===== config.mk =====
export PLATFORM = sky130hd
export DESIGN_NAME = multicycle_ctrl
export DESIGN_NICKNAME = d
export VERILOG_FILES = /design/src/rtl/riscv_pkg.sv /design/src/rtl/mem_wait_timer.sv /design/src/rtl/multicycle_ctrl.sv
export SDC_FILE = /design/constraint.sdc
export NUM_CORES = 1
export LEC_CHECK = 0
export CAP_MARGIN = 20
export CORE_MARGIN = 1.5
export CORE_UTILIZATION = 47
export DETAILED_ROUTE_END_ITERATION = 16
export GPL_TIMING_DRIVEN = 1
export HOLD_SLACK_MARGIN = 0.08
export PLACE_DENSITY = 0.85
export REMOVE_ABC_BUFFERS = 1
export SETUP_SLACK_MARGIN = 0.2
export SYNTH_ARGS = -nofsm -noshare
export SYNTH_HDL_FRONTEND = slang
export SYNTH_SLANG_ARGS = --single-unit

===== constraint.sdc =====
create_clock -name clk -period 2.5 [get_ports clk]
set_input_delay 0.5 -clock clk [delete_from_list [all_inputs] [get_ports clk]]
set_output_delay 0.5 -clock clk [all_outputs]
set_load 0.005 [all_outputs]

===== src/rtl/riscv_pkg.sv =====
// rtl/riscv_pkg.sv - shared RV32I encodings, controller state and instruction-class decode
//
// Purpose: constants and types shared by the multicycle controller and its helpers.
//   - opcode constants for the instruction classes the controller supports
//   - ctrl_state_t: controller FSM states
//   - pc_src / wb_sel / alu_op / trap_cause encodings
//   - classify(): maps opcode + funct3 onto a supported class or CL_ILLEGAL
package riscv_pkg;

    localparam logic [6:0] OP_LOAD   = 7'b0000011;
    localparam logic [6:0] OP_STORE  = 7'b0100011;
    localparam logic [6:0] OP_BRANCH = 7'b1100011;
    localparam logic [6:0] OP_JALR   = 7'b1100111;
    localparam logic [6:0] OP_IMM    = 7'b0010011;
    localparam logic [6:0] OP_R      = 7'b0110011;

    typedef enum logic [2:0] {
        ST_FETCH  = 3'd0,
        ST_DECODE = 3'd1,
        ST_EXEC   = 3'd2,
        ST_MEM    = 3'd3,
        ST_WB     = 3'd4,
        ST_TRAP   = 3'd5
    } ctrl_state_t;

    typedef enum logic [2:0] {
        CL_R       = 3'd0,
        CL_IMM     = 3'd1,
        CL_LOAD    = 3'd2,
        CL_STORE   = 3'd3,
        CL_BRANCH  = 3'd4,
        CL_JALR    = 3'd5,
        CL_ILLEGAL = 3'd6
    } instr_class_t;

    // pc_src
    localparam logic [1:0] PC_PLUS4  = 2'd0;
    localparam logic [1:0] PC_BRANCH = 2'd1;
    localparam logic [1:0] PC_ALU    = 2'd2;

    // wb_sel
    localparam logic [1:0] WB_ALU = 2'd0;
    localparam logic [1:0] WB_MEM = 2'd1;
    localparam logic [1:0] WB_PC4 = 2'd2;

    // alu_op
    localparam logic [1:0] ALU_ADD   = 2'd0;
    localparam logic [1:0] ALU_SUB   = 2'd1;
    localparam logic [1:0] ALU_FUNCT = 2'd2;

    // trap_cause
    localparam logic [1:0] TC_NONE    = 2'd0;
    localparam logic [1:0] TC_ILLEGAL = 2'd1;
    localparam logic [1:0] TC_TIMEOUT = 2'd2;

    // Only BEQ/BNE are sequenced (single zero-flag compare), and JALR
    // must carry funct3 000; every other encoding is trapped.
    function automatic instr_class_t classify(input logic [6:0] opcode,
                                              input logic [2:0] funct3);
        instr_class_t cls;
        cls = CL_ILLEGAL;
        case (opcode)
            OP_R:      cls = CL_R;
            OP_IMM:    cls = CL_IMM;
            OP_LOAD:   cls = CL_LOAD;
            OP_STORE:  cls = CL_STORE;
            OP_BRANCH: cls = (funct3[2:1] == 2'b00) ? CL_BRANCH : CL_ILLEGAL;
            OP_JALR:   cls = (funct3 == 3'b000) ? CL_JALR : CL_ILLEGAL;
            default:   cls = CL_ILLEGAL;
        endcase
        return cls;
    endfunction

endpackage


===== src/rtl/mem_wait_timer.sv =====
// rtl/mem_wait_timer.sv - saturating memory wait counter with timeout compare
//
// Purpose: counts consecutive cycles a memory request has waited for ready.
// Ports:
//   clk     in  clock
//   reset   in  synchronous active-high reset
//   clear   in  restart the count (request state entered)
//   count   in  a request is waiting this cycle
//   ready   in  memory completes the request this cycle (also clears)
//   expired out the current waiting cycle is the last one allowed
module mem_wait_timer
    import riscv_pkg::*;
#(
    parameter int unsigned TIMEOUT_CYCLES = 16
) (
    input  logic clk,
    input  logic reset,
    input  logic clear,
    input  logic count,
    input  logic ready,
    output logic expired
);

    localparam int unsigned CW      = (TIMEOUT_CYCLES > 0) ? $clog2(TIMEOUT_CYCLES + 1) : 1;
    localparam int unsigned LIMIT_I = (TIMEOUT_CYCLES > 0) ? TIMEOUT_CYCLES - 1 : 0;
    localparam logic [CW-1:0] LIMIT   = CW'(LIMIT_I);
    localparam logic [CW-1:0] CNT_MAX = '1;

    logic [CW-1:0] cnt_q;
    logic [CW-1:0] cnt_d;

    always_comb begin
        cnt_d = cnt_q;
        if (clear || ready) begin
            cnt_d = '0;
        end else if (count && (cnt_q != CNT_MAX)) begin
            cnt_d = cnt_q + CW'(1);
        end
    end

    always_ff @(posedge clk) begin
        if (reset) begin
            cnt_q <= '0;
        end else begin
            cnt_q <= cnt_d;
        end
    end

    // A ready arriving on the limit cycle wins over the timeout.
    assign expired = (TIMEOUT_CYCLES != 0) && count && !ready && (cnt_q == LIMIT);

endmodule


===== src/rtl/multicycle_ctrl.sv =====
// rtl/multicycle_ctrl.sv - multicycle RV32I sequencing controller
//
// Purpose: steps each instruction through FETCH/DECODE/EXEC/MEM/WB and drives
// the datapath strobes as Mealy outputs of state, mem_ready and alu_zero.
// Ports:
//   clk, reset                 clock, synchronous active-high reset
//   opcode, funct3             instruction fields (valid from DECODE onward)
//   alu_zero                   ALU result is zero
//   mem_ready                  memory completes the current request
//   mem_req, mem_we, addr_sel  memory request, store, address select
//   ir_write, pc_write, pc_src instruction latch and PC update
//   reg_write, wb_sel          register-file write and source
//   alu_src_b, alu_op          ALU operand B and operation
//   instr_done                 final cycle of an instruction
//   trap, trap_cause           sticky error and its cause
module multicycle_ctrl
    import riscv_pkg::*;
#(
    parameter int unsigned TIMEOUT_CYCLES = 16
) (
    input  logic       clk,
    input  logic       reset,
    input  logic [6:0] opcode,
    input  logic [2:0] funct3,
    input  logic       alu_zero,
    input  logic       mem_ready,
    output logic       mem_req,
    output logic       mem_we,
    output logic       addr_sel,
    output logic       ir_write,
    output logic       pc_write,
    output logic [1:0] pc_src,
    output logic       reg_write,
    output logic [1:0] wb_sel,
    output logic       alu_src_b,
    output logic [1:0] alu_op,
    output logic       instr_done,
    output logic       trap,
    output logic [1:0] trap_cause
);

    ctrl_state_t  state_q;
    ctrl_state_t  state_d;
    logic [1:0]   cause_q;
    logic [1:0]   cause_d;
    instr_class_t cls;
    logic         waiting;
    logic         tmr_clear;
    logic         tmr_expired;

    assign cls = classify(opcode, funct3);

    // The counter only runs while a memory request is outstanding.
    assign waiting   = ((state_q == ST_FETCH) || (state_q == ST_MEM)) && !mem_ready;
    assign tmr_clear = reset ||
                       ((state_d != state_q) && ((state_d == ST_FETCH) || (state_d == ST_MEM)));

    mem_wait_timer #(
        .TIMEOUT_CYCLES(TIMEOUT_CYCLES)
    ) u_wait (
        .clk    (clk),
        .reset  (reset),
        .clear  (tmr_clear),
        .count  (waiting),
        .ready  (mem_ready),
        .expired(tmr_expired)
    );

    always_comb begin
        state_d    = state_q;
        cause_d    = cause_q;
        mem_req    = 1'b0;
        mem_we     = 1'b0;
        addr_sel   = 1'b0;
        ir_write   = 1'b0;
        pc_write   = 1'b0;
        pc_src     = PC_PLUS4;
        reg_write  = 1'b0;
        wb_sel     = WB_ALU;
        alu_src_b  = 1'b0;
        alu_op     = ALU_ADD;
        instr_done = 1'b0;
        trap       = 1'b0;
        trap_cause = TC_NONE;

        case (state_q)
            ST_FETCH: begin
                mem_req = 1'b1;
                if (mem_ready) begin
                    ir_write = 1'b1;
                    pc_write = 1'b1;
                    state_d  = ST_DECODE;
                end else if (tmr_expired) begin
                    state_d = ST_TRAP;
                    cause_d = TC_TIMEOUT;
                end
            end

            ST_DECODE: begin
                if (cls == CL_ILLEGAL) begin
                    state_d = ST_TRAP;
                    cause_d = TC_ILLEGAL;
                end else begin
                    state_d = ST_EXEC;
                end
            end

            ST_EXEC: begin
                case (cls)
                    CL_R: begin
                        alu_op  = ALU_FUNCT;
                        state_d = ST_WB;
                    end
                    CL_IMM: begin
                        alu_src_b = 1'b1;
                        alu_op    = ALU_FUNCT;
                        state_d   = ST_WB;
                    end
                    CL_LOAD, CL_STORE: begin
                        alu_src_b = 1'b1;
                        state_d   = ST_MEM;
                    end
                    CL_BRANCH: begin
                        // funct3[0] selects BNE: taken when the difference is non-zero.
                        alu_op     = ALU_SUB;
                        pc_write   = alu_zero ^ funct3[0];
                        pc_src     = PC_BRANCH;
                        instr_done = 1'b1;
                        state_d    = ST_FETCH;
                    end
                    CL_JALR: begin
                        alu_src_b  = 1'b1;
                        reg_write  = 1'b1;
                        wb_sel     = WB_PC4;
                        pc_write   = 1'b1;
                        pc_src     = PC_ALU;
                        instr_done = 1'b1;
                        state_d    = ST_FETCH;
                    end
                    default: begin
                        state_d = ST_FETCH;
                    end
                endcase
            end

            ST_MEM: begin
                mem_req   = 1'b1;
                addr_sel  = 1'b1;
                mem_we    = (cls == CL_STORE);
                alu_src_b = 1'b1;
                if (mem_ready) begin
                    if (cls == CL_STORE) begin
                        instr_done = 1'b1;
                        state_d    = ST_FETCH;
                    end else begin
                        state_d = ST_WB;
                    end
                end else if (tmr_expired) begin
                    state_d = ST_TRAP;
                    cause_d = TC_TIMEOUT;
                end
            end

            ST_WB: begin
                reg_write  = 1'b1;
                wb_sel     = (cls == CL_LOAD) ? WB_MEM : WB_ALU;
                instr_done = 1'b1;
                state_d    = ST_FETCH;
            end

            ST_TRAP: begin
                trap       = 1'b1;
                trap_cause = cause_q;
            end

            default: begin
                state_d = ST_FETCH;
            end
        endcase

        // Reset silences every strobe, even mid-request.
        if (reset) begin
            state_d    = ST_FETCH;
            cause_d    = TC_NONE;
            mem_req    = 1'b0;
            mem_we     = 1'b0;
            addr_sel   = 1'b0;
            ir_write   = 1'b0;
            pc_write   = 1'b0;
            pc_src     = PC_PLUS4;
            reg_write  = 1'b0;
            wb_sel     = WB_ALU;
            alu_src_b  = 1'b0;
            alu_op     = ALU_ADD;
            instr_done = 1'b0;
            trap       = 1'b0;
            trap_cause = TC_NONE;
        end
    end

    always_ff @(posedge clk) begin
        if (reset) begin
            state_q <= ST_FETCH;
            cause_q <= TC_NONE;
        end else begin
            state_q <= state_d;
            cause_q <= cause_d;
        end
    end

endmodule

==> impl_results.md <==
- Status: finished, violations left
- Violated checks: setup timing
- N_diodes: 0
- GR Util All Layers: 0.371
- Crit path max-delay family: simple AND/OR/NAND/NOR gates
- PD cells: 329 mW/mm2
- Placement Setup Slack: -864 ps
- Wire length on met3: 574 um
- Die Area: 0.00248 mm2
- Worst path cell trace: buf_8 > nor4bb_4 > buf_4 > buf_6 > buf_6 > and3_4 > nand4_1 > a31oi_1 > buf_2
- Congestion Overflow GR: 0
- Synthesized-area fraction occupied by xor and xnor cells: 0.0340
- RSZ-0062 raised after global routing: true
- Hold Fails Final Rpt: 0
- Unique masters post-synth: 49
- Final ANT Viol Nets: 0
- Critical path start-end classification: input pin to output pin
- Commonest non-fill, non-tap cells in the layout: 32 x buf_4, 14 x buf_6, 11 x buf_2
- Final WS setup: -172 ps
- Synth top area cells: dfxtp_1 19%, o31ai_1 5.1%, o2bb2ai_1 4.2%
- Ports: 31
- Initial core utilization: 0.510
- Vias in the first global route: 1485
- Peak supply drop: 0.432 mV
- First-pass GRT wire length: 7090 um
- Required time of the critical path: 2000 ps
- Gpl congestion: 0.894
- Post-synth EDFFs: 0
- Startpoint Class: input pin
- Top Metal Used: met4
- CTS Root Cell: clkbuf_4
- Area of the core: 0.00202 mm2
- Slew Viols, Final: 0
- YS warnings: 0
- Critical path endpoint category: output pin
- Placed insts: 206
- Antenna violations before repair: 0
- #FFs+latches synth: 10
- Peak Freq: 374 MHz
- Share of layout cells above drive strength 1: 0.510
- Setup Skew: 5.17 ps
- Routed via count: 1594
- Cell taking the most area after synthesis: dfxtp_1
- Area share of the largest cell type after synthesis: 0.194
- Final Setup Violations: 2
- Synth Instances: 132
- Post-DP HPWL: 2540 um
- H-Tree Depth: 1
- Synth Area in Adders: 0.0364
- Sequential fraction of the synthesis area: 0.194
- Final cell count without fillers: 225
- Measured slew at the worst slew-check pin: 533 ps
- Worst hold slack: 511 ps
- Final min period: 2670 ps
- Final Power: 604 uW
- Area Overhead vs Synth: 78.3%
- # DRC: 0
- Class of the worst hold path: flip-flop to flip-flop
- Crit path top cell by count: buf_6
- Slowest CP cell: nor4bb_4
- CTS buffer count: 3
- Cell Area, Synth: 0.00103 mm2
- Via density: 7.08
- Avg Synthesized Cell Area: 7.81 um2
- Crit-path max cell delay: 370 ps
- TritonCTS Sinks: 10
- Mux contribution to synthesized area: 0
- CTS tree: done
- Die Y: 49.8 um
- First-pass iteration count of the detailed router: 5
- Compound-Gate Fraction of Synth Area: 0.313
- Pleak: 0.786 nW
- Die Width: 49.8 um
- FP Rows: 16
- Largest family of logic cells by synthesized area: simple AND/OR/NAND/NOR gates
- Drt total wl: 5370 um
- Post-Synth Simple-Gate Area: 0.357
- Maximum buffer depth of the clock tree: 2
- Drt wl/cell: 23.9 um
- Worst Path Max Fanout: 4
- Fin crit share: 1.07
- Clk_lat worst skew: 280 ps
- Pin count of the biggest net entering global routing: 18
- Post-synth top flop: dfxtp_1
- Rel. slew slack: 0.642
- Post-synth ARST share: 0
- Final nets: 216
- Met2 Wirelength: 2530 um
- Worst path arrival time: 2170 ps
- Hold Buf Count CTS: 0
- Worst path bufs/invs: 5
- Max Cap Viol: 0
- Number of I/O port buffers: 30
- CTS clk-pin slew, worst paths: 80 ps
- Initial DRC count: 112
- Most common cell after layout, fill and taps aside: buf_4
- WL met1: 1800 um
layer usage:
| layer | up-vias | global-route usage |
|---|---|---|
| li1 | 637 | - |
| met3 | 58 | 0.0576 |
| met4 | 0 | 0.231 |
| met1 | 728 | 0.412 |
| met5 | - | 0 |
| met2 | 171 | 0.653 |
cell type report:
cell class	instances	area [um2]
fillers	88	184
flip-flops and latches	10	201
well taps	27	33.8
clock buffers	4	36.3
multi-input cells	108	961
repair buffers	72	591
inverters	4	15.0
cells in the mapped netlist, types with 3 or more instances:
| master | number |
|---|---|
| a211oi_1 | 3 |
| a21oi_1 | 8 |
| and2_1 | 3 |
| and3_1 | 4 |
| buf_2 | 3 |
| clkbuf_1 | 5 |
| dfxtp_1 | 10 |
| ha_1 | 3 |
| inv_1 | 4 |
| nand2_1 | 6 |
| nand2b_1 | 5 |
| nand3_1 | 5 |
| nor2_1 | 9 |
| nor3_1 | 7 |
| o21ai_0 | 3 |
| o2bb2ai_1 | 5 |
| o31ai_1 | 7 |
| or3_1 | 3 |
sequential cells by signal, summed over array words and instances, names as in the netlist:
register and flops:
cause_q 2, u_wait.cnt_q 5, state_q 3
report_power, final:
group	internal [mW]	switching (mW)	total (mW)	leakage, nW
Sequential	0.170	0.00899	0.179	0.0818
Combinational	0.112	0.157	0.270	0.683
Clock	0.0888	0.0668	0.156	0.0210
worst paths after layout:
check                                             startpoint                      endpoint  slack [ps]  cells past startpoint
worst min-delay path                 cause_q[1]$_SDFFE_PP0P_       cause_q[1]$_SDFFE_PP0P_         510                      2
worst max register to register  u_wait.cnt_q[0]$_SDFFE_PP0P_  u_wait.cnt_q[3]$_SDFFE_PP0P_         110                      7
worst min register to register       cause_q[1]$_SDFFE_PP0P_       cause_q[1]$_SDFFE_PP0P_         510                      2
worst max-delay path                               opcode[3]                    instr_done        -170                      9
tightest hold or removal path, cell delays in order (launching register included):
cell,delay (ps)
dfxtp_1,320
nand2b_1,80
a21oi_1,70
metrics by stage:
step | setup TNS (ps) | utilization | cell area [um2]
after CTS | 0 | 0.856 | 1730
after floorplan | 0 | - | 978
after global placement | -5210 | 0.749 | 1520
final | -242 | 0.909 | 1840
after detailed placement | -6160 | 0.749 | 1520
after global routing | -362 | 0.909 | 1840
what timing repair did:
| item | in CTS | in global routing |
|---|---|---|
| pin swaps | 18 | 8 |
| endpoints found under the setup margin | 17 | 15 |
| setup buffers | 12 | 3 |
| gates resized for setup | 100 | 35 |
kinds of logic (layout without fill, tap and decap cells):
group / count (synthesis) / count (layout)
XOR/XNOR: 4 / 4
AO/OA/AOI/OAI: 43 / 43
adder cells (fa/ha/maj): 3 / 3
buffers and inverters: 14 / 80
flip-flops: 10 / 10
AND/OR/NAND/NOR: 58 / 58
(Power assumes the default switching activity.)
